File: config.mk
export PLATFORM = sky130hd
export DESIGN_NAME = shift_cmd_seq
export DESIGN_NICKNAME = d
export VERILOG_FILES = /design/src/rtl/shift_pkg.sv /design/src/rtl/lat_counter.sv /design/src/rtl/shift_cmd_seq.sv
export SDC_FILE = /design/constraint.sdc
export NUM_CORES = 1
export LEC_CHECK = 0
export ABC_AREA = 0
export ABC_CLOCK_PERIOD_IN_PS = 4000
export BUFFER_PORTS_ARGS = -buffer_cell sky130_fd_sc_hd__buf_2
export CAP_MARGIN = 25
export CORE_AREA = 3 3 56 68
export DETAILED_ROUTE_END_ITERATION = 10
export DIE_AREA = 0 0 59 71
export SYNTH_ARGS = -nofsm -noshare
export SYNTH_HDL_FRONTEND = slang
export SYNTH_SLANG_ARGS = --single-unit
File: constraint.sdc
create_clock -name clk -period 4 [get_ports clk]
set_clock_uncertainty 0.1 [all_clocks]
set_input_delay 0.8 -clock clk [delete_from_list [all_inputs] [get_ports clk]]
set_output_delay 0.8 -clock clk [all_outputs]
set_load 0.1 [all_outputs]
File: src/rtl/shift_pkg.sv
// Shared types and constants for the shift command sequencer.
package shift_pkg;

  localparam int W_DEF = 4;

  localparam logic [2:0] OP_NOP_C = 3'b000;
  localparam logic [2:0] OP_ROL   = 3'b010;
  localparam logic [2:0] OP_ROR   = 3'b011;

  typedef enum logic [1:0] {
    IDLE,
    ISSUE,
    WAIT,
    DONE
  } state_e;

endpackage

File: src/rtl/lat_counter.sv
// Loadable down-counter timing the shifter latency.
module lat_counter #(
  parameter int WIDTH = 2
) (
  input  logic             clk,
  input  logic             rst,
  input  logic             load,
  input  logic [WIDTH-1:0] load_val,
  output logic             zero
);

  logic [WIDTH-1:0] cnt_q;
  logic [WIDTH-1:0] cnt_d;

  always_comb begin
    cnt_d = cnt_q;
    if (load) begin
      cnt_d = load_val;
    end else if (cnt_q != '0) begin
      cnt_d = cnt_q - 1'b1;
    end
  end

  always_ff @(posedge clk) begin
    if (rst) cnt_q <= '0;
    else     cnt_q <= cnt_d;
  end

  assign zero = (cnt_q == '0);

endmodule

File: src/rtl/shift_cmd_seq.sv
// Sequencer that repeats one shifter op cmd_count times
// and returns the final operand on a result handshake.
module shift_cmd_seq
  import shift_pkg::*;
#(
  parameter int         W         = W_DEF,
  parameter int         CW        = 3,
  parameter int         SHIFT_LAT = 1,
  parameter logic [2:0] OP_NOP    = OP_NOP_C
) (
  input  logic          clk,
  input  logic          rst,
  input  logic          cmd_valid,
  output logic          cmd_ready,
  input  logic [W-1:0]  cmd_data,
  input  logic [2:0]    cmd_op,
  input  logic [CW-1:0] cmd_count,
  output logic [W-1:0]  go_data,
  output logic [2:0]    op,
  input  logic [W-1:0]  get_data,
  output logic          res_valid,
  input  logic          res_ready,
  output logic [W-1:0]  res_data
);

  localparam int LW = 2;

  state_e        state_q, state_d;
  logic [W-1:0]  opnd_q, opnd_d;
  logic [2:0]    op_r_q, op_r_d;
  logic [CW-1:0] rem_q, rem_d;
  logic [W-1:0]  go_data_q, go_data_d;
  logic [2:0]    op_q, op_d;
  logic          res_valid_q, res_valid_d;
  logic [W-1:0]  res_data_q, res_data_d;
  logic          lat_load;
  logic          lat_zero;

  lat_counter #(.WIDTH(LW)) u_lat (
    .clk      (clk),
    .rst      (rst),
    .load     (lat_load),
    .load_val (LW'(SHIFT_LAT - 1)),
    .zero     (lat_zero)
  );

  always_comb begin
    state_d     = state_q;
    opnd_d      = opnd_q;
    op_r_d      = op_r_q;
    rem_d       = rem_q;
    go_data_d   = go_data_q;
    op_d        = OP_NOP;
    res_valid_d = res_valid_q;
    res_data_d  = res_data_q;
    lat_load    = 1'b0;

    unique case (state_q)
      IDLE: begin
        if (cmd_valid) begin
          opnd_d = cmd_data;
          op_r_d = cmd_op;
          rem_d  = cmd_count;
          if (cmd_count == '0) begin
            state_d     = DONE;
            res_valid_d = 1'b1;
            res_data_d  = cmd_data;
          end else begin
            state_d = ISSUE;
          end
        end
      end
      ISSUE: begin
        lat_load = 1'b1;
        state_d  = WAIT;
      end
      WAIT: begin
        if (lat_zero) begin
          opnd_d = get_data;
          if (rem_q != '0) rem_d = rem_q - 1'b1;
          if (rem_q <= CW'(1)) begin
            state_d     = DONE;
            res_valid_d = 1'b1;
            res_data_d  = get_data;
          end else begin
            state_d = ISSUE;
          end
        end
      end
      DONE: begin
        if (res_ready) begin
          res_valid_d = 1'b0;
          state_d     = IDLE;
        end
      end
      default: state_d = IDLE;
    endcase

    // Outputs are registered, so the step is staged on entry to ISSUE
    if (state_d == ISSUE) begin
      go_data_d = opnd_d;
      op_d      = op_r_d;
    end
  end

  always_ff @(posedge clk) begin
    if (rst) begin
      state_q     <= IDLE;
      opnd_q      <= '0;
      op_r_q      <= OP_NOP;
      rem_q       <= '0;
      go_data_q   <= '0;
      op_q        <= OP_NOP;
      res_valid_q <= 1'b0;
      res_data_q  <= '0;
    end else begin
      state_q     <= state_d;
      opnd_q      <= opnd_d;
      op_r_q      <= op_r_d;
      rem_q       <= rem_d;
      go_data_q   <= go_data_d;
      op_q        <= op_d;
      res_valid_q <= res_valid_d;
      res_data_q  <= res_data_d;
    end
  end

  assign cmd_ready = (state_q == IDLE);
  assign go_data   = go_data_q;
  assign op        = op_q;
  assign res_valid = res_valid_q;
  assign res_data  = res_data_q;

endmodule

==> out/summary.txt, run 1 <==
Post-Syn Instances: 138
Clk root buf: clkbuf_8
CTS tree: built
Clock sinks: 22
Crit path buf inv count: 1
GRT Overall Usage: 13.77%
First-pass GRT wire length: 4574 microns
Final Max Tran Viols: 0
Initial antenna violation count: 0
Startpoint types: register
Register Area: 440.4 sq um
Post-CTS Setup Repair Bufs: 0
Layout area overhead: 18.04%
Total wire length: 2798 microns
Nets: 185
Distinct cells, synth: 36
Starting Density: 36.58%
Crit-path max FO: 20
Post-synth EDFFs: 0
CP Cell Sequence: nor2_1 -> buf_2
Worst Tran Pin Value: 0.7930 ns
Layout cells sized above 1: 27.78%
Worst vdd ir: 0.3081 mV
DR WL/cell: 14.06 microns
Die Wd: 59 microns
Min-Delay Path Class: reg -> reg
Vias post-DR: 1068
Clock Latency Late Sink: 0.26 ns
Max cap viols: 0
Status: finished, final reports clean
Mapped Nets: 160
DR DRC count: 0
Slowest cell on the critical path: dfxtp_1
Crit. End Element: output port
PD cells: 693.6 mW/mm^2
Final setup viols: 0
Pre-antenna DRT Iters: 4
Drt initial violations: 42
Synth Register Bits: 22
Delay-heaviest family, CP: flip-flops
Avg Cell Area, Syn: 8.695 sq um
RSZ-0062 raised after global routing: no
Place WS: 1.695 ns
Die Footprint: 0.004189 sq mm
Grt ovf: 0
Multi-input logic area: 681.9 sq um
Port bufs: 30
CTS max path bufs: 2
Post-CTS Hold Buffers: 0
Fin. Hold Viols: 0
CTS resizes: 0
Number of global-route vias before repair: 1038
Register area share after synthesis: 36.70%
Largest net degree at the start of global routing: 22
CP max stage delay: 0.57 ns
HPWL Detailed: 2180 microns
Period utilization: 65.57%
Worst setup path category: reg -> out
Fillcell total: 342
Most frequent cells in the layout: 30 x buf_2, 22 x dfxtp_1, 18 x a21oi_1, 12 x nor2_1
H-tree Lvls: 1
YS warnings: 0
CP required: 3.10 ns
CTS clk-pin slew, worst paths: 0.08 ns
Leading cell type in the layout, fill and taps excluded: buf_2
CP Data Arrival Time: 1.72 ns
Vias per cell: 5.367
Final hold slack: 0.3801 ns
Cts bufs inserted: 3
Slew headroom: 47.06%
Fin Setup TNS: 0 ns
Final worst slack: 1.377 ns
IO Count: 31
Routability cong.: 0.7946
Core ar.: 0.003281 sq mm
Die Span Y: 71 microns
Synth Cell Area: 0.001200 sq mm
Leakage: 0.0005679 uW
Antenna diodes: 0
Ys async rst share: 0%
Synth Flop Type: dfxtp_1
Core Rows: 23
Routed Antenna Nets: 0
Min Tclk post-route: 2.623 ns
Fmax: 381.3 MHz
## area by class of cell
type	instances	area share (%)
Clock buffer	3	2.915
Clock inverter	1	2.120
Inverter	7	1.855
Multi-Input combinational cell	99	48.14
Sequential cell	22	31.10
Tap cell	37	3.269
Timing Repair Buffer	30	10.60
## cell families (layout without fill, tap and decap cells)
logic type,Yosys count,in the layout,synth area share (%)
adder cells (fa/ha/maj),4,4,4.171
flip-flops,22,22,36.70
multiplexers,8,8,6.674
AO/OA/AOI/OAI,41,41,23.88
XOR/XNOR,1,1,0.7301
buffers and inverters,17,41,6.465
AND/OR/NAND/NOR,45,45,21.38
## state kept, by name, indices dropped and copies added, names as in the netlist
| register | count |
|---|---|
| go_data | 4 |
| op | 3 |
| op_r_q | 3 |
| rem_q | 3 |
| res_data | 4 |
| res_valid | 1 |
| state_q | 2 |
| u_lat.cnt_q | 2 |
## routing by layer
metal	vias up	GRT usage (%)	routed length, microns
met5	-	0	0
met4	0	3.778	22
met3	2	2.372	136
met2	25	23.34	1432
met1	501	17.67	1207
li1	540	-	-
## path summary, 6_finish.rpt
check,start,end,slack (ns),depth (start not counted)
worst max register to register,state_q[1],rem_q[1],1.91,4
worst max-delay path,state_q[1],cmd_ready,1.38,2
worst min register to register,go_data[3],go_data[3],0.38,2
worst min-delay path,go_data[3],go_data[3],0.38,2
## worst reg2reg max path: cells and delay by family (launching register included)
kind / cells / cell delay [ns]
flops: 1 / 0.84
simple gates: 1 / 0.08
compound gates: 2 / 0.71
mux: 1 / 0.29
## synthesized netlist by cell type (2+ instances only)
| cell | instances | area share, % |
|---|---|---|
| nand2_1 | 6 | 1.9 |
| o21ai_0 | 8 | 3.3 |
| a211oi_2 | 4 | 4.2 |
| a21oi_1 | 18 | 7.5 |
| nor4_1 | 3 | 1.6 |
| buf_2 | 2 | 0.83 |
| mux2i_1 | 8 | 6.7 |
| a211oi_1 | 4 | 2.5 |
| ha_1 | 4 | 4.2 |
| nand3_1 | 8 | 3.3 |
| nor2_1 | 12 | 3.8 |
| a21o_1 | 2 | 1.3 |
| clkbuf_1 | 4 | 1.3 |
| buf_4 | 3 | 1.9 |
| nand3b_1 | 4 | 2.5 |
| inv_1 | 7 | 2.2 |
| dfxtp_1 | 22 | 37 |
## stage by stage
stage | util, % | cells | cell area, sq um | power [uW]
2_1_floorplan | - | 138 | 1200 | 707.8
3_3_place_gp | 41.00 | 195 | 1345 | 764.7
3_5_place_dp | 41.00 | 195 | 1345 | 782.2
4_1_cts | 43.17 | 199 | 1416 | 990.8
5_1_grt | 43.17 | 199 | 1416 | 1042
6_report | 43.17 | 199 | 1416 | 982.4
## power by group
group | switching (uW) | internal, uW
registers | 43.1 | 262
clock network | 72.4 | 134
logic | 334 | 138
total | 449 | 533
No activity file was read; power rests on OpenSTA's default activity.
==> run 2, diff against run 1 <==
Settings changed: ABC_AREA 0 to 1, ABC_CLOCK_PERIOD_IN_PS 4000 to 2700, CORE_AREA 3 3 56 68 to 3 3 60 73, DIE_AREA 0 0 59 71 to 0 0 63 76.
Clock period 4 ns to 2.7 ns, I/O delays scaled along.
==> run 2 against run 1 <==
Effect of this change:
- sequential share of layout area increased by 0.64 points
- area after synthesis increased by 15%
- clock power increased by 24%
- sequential power increased by 52%
- final cell count increased by 50%
- power increased by 26%
- non-clock buffer count increased by 1
- register-to-register slack got worse by 0.97 ns
- die area increased by 14%
==> out/summary.txt, run 2 <==
Most frequent cells in the layout: 73 x nand2_1, 38 x nor2_1, 30 x buf_2, 26 x dfxtp_1, 25 x inv_1
Layout area overhead: 18.54%
Min Tclk post-route: 1.921 ns
CTS resizes: 0 (unchanged)
Initial antenna violation count: 0 (unchanged)
Worst Tran Pin Value: 0.5042 ns (-0.2888 ns)
Fin. Hold Viols: 0 (unchanged)
Hold path start: rst
Cts bufs inserted: 3 (unchanged)
Routed Antenna Nets: 0 (unchanged)
Synth Register Bits: 26 (+18%)
Synth Cell Area: 0.001384 sq mm (+15%)
Final Max Tran Viols: 0 (unchanged)
Beginning of the worst register-to-register path: u_lat.cnt_q[0]
DR WL/cell: 10.32 microns (-27%)
Fmax: 520.7 MHz
Die Footprint: 0.004788 sq mm (+14%)
Ys async rst share: 0% (unchanged)
Mapped Nets: 238 (+49%)
Min-Delay Path Depth: 2 (unchanged)
Final worst slack: 0.7794 ns (-0.5980 ns)
Port bufs: 30 (unchanged)
YS warnings: 0 (unchanged)
Vias post-DR: 1326 (+24%)
Routability cong.: 0.8020 (+0.93%)
Post-synth EDFFs: 0 (unchanged)
Status: finished, final reports clean
Synth area leader: dfxtp_1
Tot Pwr: 1237 uW (+26%)
Leakage: 0.0009199 uW (+62%)
GRT Overall Usage: 13.88% (+0.11 points)
Slew headroom: 66.18% (+19 points)
Core ar.: 0.003694 sq mm (+13%)
Post-synth top area share: 37.61% (+0.91 points)
Grt ovf: 0 (unchanged)
Total wire length: 3086 microns (+10%)
Fin cells: 299 (+50%)
Period utilization: 71.13%
H-tree Lvls: 1 (unchanged)
Drt initial violations: 68 (+62%)
Die Span Y: 76 microns (+7.0%)
Worst vdd ir: 0.3844 mV (+25%)
Clock sinks: 26 (+18%)
Register area share after synthesis: 37.61% (+0.91 points)
IO Count: 31 (unchanged)
Antenna diodes: 0 (unchanged)
First-pass GRT wire length: 5520 microns (+21%)
Fin Setup TNS: 0 ns (unchanged)
HPWL Detailed: 2395 microns (+9.9%)
Core Rows: 24 (+4.3%)
Min-Delay Path Class: in -> reg
Post-CTS Hold Buffers: 0 (unchanged)
CP required: 2.06 ns (-1.04 ns)
DR DRC count: 0 (unchanged)
CP Data Arrival Time: 1.28 ns (-0.44 ns)
Clk root buf: clkbuf_8
Post-CTS Setup Repair Bufs: 0 (unchanged)
Place WS: 0.9442 ns (-0.7507 ns)
Number of global-route vias before repair: 1275 (+23%)
Avg Cell Area, Syn: 6.407 sq um (-26%)
CTS tree: built
Synth Flop Type: dfxtp_1
Vias per cell: 4.435 (-17%)
Synth area leaders: dfxtp_1 38%, nand2_1 20%, nor2_1 10%
Crit-path max FO: 7 (-65%)
Post-Syn Instances: 216 (+57%)
CTS clk-pin slew, worst paths: 0.09 ns (about the same)
Worst setup startpoint: state_q[1]
RSZ-0062 raised after global routing: no
Layout cells sized above 1: 18.62% (-9.2 points)
Starting Density: 37.47% (+0.89 points)
Final setup viols: 0 (unchanged)
Leading cell type in the layout, fill and taps excluded: nand2_1
Clock Latency Late Sink: 0.27 ns (about the same)
CTS max path bufs: 2 (unchanged)
Nets: 270 (+46%)
Worst setup path category: reg -> out
Distinct cells, synth: 22 (-39%)
Max cap viols: 0 (unchanged)
Crit. End Element: output port
Top-count cell post-synth: nand2_1
Worst reg2reg path depth: 7 (+3)
Pre-antenna DRT Iters: 4 (unchanged)
Startpoint types: register
PD cells: 754.0 mW/mm^2 (+8.7%)
Largest net degree at the start of global routing: 20 (-9.1%)
Placed insts: 295 (+51%)
Commonest cells post-synth: 73 x nand2_1, 38 x nor2_1, 26 x dfxtp_1
Die Wd: 63 microns (+6.8%)
[run 2: cell count changes after synthesis, moves of 4 or more]
cell      before  now
mux2i_1        8    3
inv_1          7   25
a211oi_1       4    0
a21oi_1       18    8
nor2_1        12   38
nand2_1        6   73
dfxtp_1       22   26
a211oi_2       4    0
[run 2: cells by family (layout without fill, tap and decap cells)]
family	after synthesis	after routing	synth area share, %
AND/OR/NAND/NOR	132	132	40.05
buffers and inverters	31	62	8.860
flip-flops	26	26	37.61
AO/OA/AOI/OAI	20	20	7.686
adder cells (fa/ha/maj)	4	4	3.617
multiplexers	3	3	2.170
[run 2: cell type report]
class                      count  area, sq um
clock buffer                   4        55.05
fill                         411         2053
multi-input combinational    159        740.7
sequential                    26        520.5
tap                           52        65.06
timing repair buffer          31        157.7
inverter                      27        101.3
[run 2: metrics by stage]
step | cell area (sq um) | utilization (%) | hold WS [ns]
6_report | 1640 | 44.41 | 0.3812
5_1_grt | 1640 | 44.41 | 0.3847
4_1_cts | 1640 | 44.41 | 0.3735
3_5_place_dp | 1585 | 42.92 | 0.3596
3_3_place_gp | 1585 | 42.92 | 0.3578
2_1_floorplan | 1384 | - | 0.3442
[run 2: power breakdown]
| group | internal [uW] | leakage [uW] | switching (uW) |
|---|---|---|---|
| Sequential | 433 | 0.000214 | 29.8 |
| Combinational | 118 | 0.000678 | 401 |
| Clock | 130 | 0.0000288 | 124 |
[run 2: metal layers]
metal	track usage [%]	up-vias	wire length (microns)
li1	-	720	-
met1	17.96	572	1449
met2	23.13	30	1434
met3	2.802	4	163
met4	3.974	0	38
met5	0	-	0
[run 2: path summary, 6_finish.rpt]
| kind | to | slack (ns) |
|---|---|---|
| max | cmd_ready | 0.78 |
| min | op_r_q[1] | 0.38 |
| max reg2reg | rem_q[0] | 0.94 |
| min reg2reg | u_lat.cnt_q[0] | 0.38 |
[run 2: critical path: stages, from the launching register on]
cell,delay [ns]
dfxtp_1,0.39
nor2_1,0.17
buf_2,0.45
==> run 3, diff against run 2 <==
Settings changed: ABC_CLOCK_PERIOD_IN_PS 2700 to 1560.
Clock period 2.7 ns to 1.56 ns, I/O delays scaled along.
==> run 3 against run 2 <==
Effect of this change:
- register-to-register slack worse by 0.83 ns
- sequential power grew 76%
- global-route usage grew 0.30 points
- non-clock buffer count increased by 16
- worst setup slack got worse by 0.73 ns
- combinational power rose by 100%
- largest cell class unchanged
- largest power group unchanged
==> out/summary.txt, run 3 (synthesis results as in run 2) <==
Antenna diodes: 0 (unchanged)
Layout area overhead: 37.97%
Layout cells sized above 1: 31.56% (+13 points)
CTS max path bufs: 2 (unchanged)
HPWL Detailed: 2541 microns (+6.1%)
Max cap viols: 0 (unchanged)
Fin cells: 315 (+5.4%)
CP required: 1.15 ns (-0.91 ns)
Min-Delay Path Depth: 2 (unchanged)
H-tree Lvls: 1 (unchanged)
CTS clk-pin slew, worst paths: 0.10 ns (about the same)
Final Max Tran Viols: 0 (unchanged)
DR WL/cell: 10.49 microns (+1.7%)
Die Wd: 63 microns (unchanged)
Nets: 286 (+5.9%)
Slowest cell on the critical path: dfxtp_4
Post-layout util: 51.69% (+7.3 points)
R2r endpoint: op[2]
Die Footprint: 0.004788 sq mm (unchanged)
Worst vdd ir: 0.7654 mV (+99%)
Crit path buf inv count: 2 (+1)
Starting Density: 37.47% (unchanged)
Drt initial violations: 48 (-29%)
Largest net degree at the start of global routing: 16 (-20%)
Status: finished, final reports clean
CP Cell Sequence: nor2_4 -> buf_6 -> buf_12
Leakage: 0.001028 uW (+12%)
Fmax: 663.8 MHz
IO Count: 31 (unchanged)
DR DRC count: 0 (unchanged)
Clk root buf: clkbuf_8
Pre-antenna DRT Iters: 4 (unchanged)
CP Data Arrival Time: 1.09 ns (-0.19 ns)
Fin Setup TNS: 0 ns (unchanged)
Slew headroom: 67.62% (+1.4 points)
Most frequent cells in the layout: 70 x nand2_1, 32 x nor2_1, 29 x buf_2, 21 x inv_1, 21 x dfxtp_1
Period utilization: 96.57%
Min-Delay Endpoint: op_r_q[1]
Vias per cell: 4.371 (-1.4%)
Routed Antenna Nets: 0 (unchanged)
First-pass GRT wire length: 5637 microns (+2.1%)
Die Span Y: 76 microns (unchanged)
Beginning of the worst register-to-register path: state_q[1]
PD cells: 1278 mW/mm^2 (+70%)
Port bufs: 30 (unchanged)
Startpoint types: register
Cts bufs inserted: 3 (unchanged)
Clock Latency Late Sink: 0.28 ns (about the same)
Vias post-DR: 1377 (+3.8%)
CP max stage delay: 0.39 ns (-0.06 ns)
Grt ovf: 0 (unchanged)
Min-Delay Path Class: in -> reg
Final setup viols: 0 (unchanged)
Initial antenna violation count: 0 (unchanged)
Fin. Hold Viols: 0 (unchanged)
GRT Overall Usage: 14.18% (+0.30 points)
Delay-heaviest family, CP: flip-flops
Clock sinks: 26 (unchanged)
Final worst slack: 0.05358 ns (-0.7258 ns)
Routability cong.: 0.8473 (+5.6%)
Hold path start: rst
Total wire length: 3305 microns (+7.1%)
Leading cell type in the layout, fill and taps excluded: nand2_1
Core Rows: 24 (unchanged)
Min Tclk post-route: 1.506 ns
Fillcell total: 365 (-11%)
Crit-path max FO: 6 (-1)
Number of global-route vias before repair: 1299 (+1.9%)
Worst setup path category: reg -> out
Post-CTS Hold Buffers: 0 (unchanged)
Core ar.: 0.003694 sq mm (unchanged)
Place WS: 0.01152 ns (-0.9327 ns)
Placed insts: 306 (+3.7%)
Crit. End Element: output port
Worst reg2reg path depth: 8 (+1)
Reg2reg setup slack: 0.11 ns (-0.83 ns)
CTS tree: built
Worst Tran Pin Value: 0.4891 ns (-0.01509 ns)
## run 3: where the power goes
part,switching (uW),internal [uW]
Combinational,739,312
Clock,229,344
Sequential,61.8,755
## run 3: worst max path at each step
| stage | slack (ns) | depth (start not counted) | endpoint | from |
|---|---|---|---|---|
| 2_1_floorplan | 0.03 | 8 | rem_q[2] | u_lat.cnt_q[0] |
| 3_3_place_gp | 0.03 | 7 | rem_q[0] | u_lat.cnt_q[0] |
| 3_5_place_dp | 0.01 | 7 | rem_q[0] | u_lat.cnt_q[0] |
| 4_1_cts | 0.0006 | 3 | cmd_ready | state_q[0] |
| 5_1_grt | -0.0004 | 8 | op[2] | rem_q[1] |
| 6_report | 0.05 | 3 | cmd_ready | state_q[0] |
## run 3: area by class of cell
| cell class | instances | area (sq um) | share of cell area (%) |
|---|---|---|---|
| Clock buffer | 3 | 41.29 | 2.163 |
| Clock inverter | 1 | 30.03 | 1.573 |
| Inverter | 27 | 101.3 | 5.308 |
| Timing Repair Buffer | 47 | 300.3 | 15.73 |
| Tap cell | 52 | 65.06 | 3.408 |
| Multi-Input combinational cell | 159 | 837.1 | 43.84 |
| Sequential cell | 26 | 534.3 | 27.98 |
## run 3: layer usage
layer  routed length, microns  up-vias  share of wire (%)  track usage [%]
met1                     1515      598                 46            17.56
met4                       46        0                1.4            5.298
li1                         -      753                  -                -
met5                        0        -                  0                0
met2                     1627       22                 49            24.39
met3                      116        4                3.5            2.212
## run 3: what timing repair did
item	4_1_cts	5_1_grt
pin swaps	1	8
endpoints found under the setup margin	2	16
cloned	0	0
buffers inserted	1	4
resized for setup	4	32
## run 3: worst reg2reg max path, cell delays in order (launching register included)
cell	delay [ns]
dfxtp_4	0.42
nor2_4	0.05
buf_4	0.13
buf_4	0.13
nand4_1	0.10
nand3_4	0.10
nor2_4	0.17
nand2_2	0.09
nor2_1	0.10
## run 3: through the flow
step	cell area [sq um]	total power, uW	hold slack [ns]
after CTS	1774	2370	0.1494
final	1909	2441	0.1553
after global routing	1909	2582	0.1623
after floorplan	1384	1554	0.2844
after detailed placement	1683	1779	0.3641
after global placement	1683	1778	0.3541
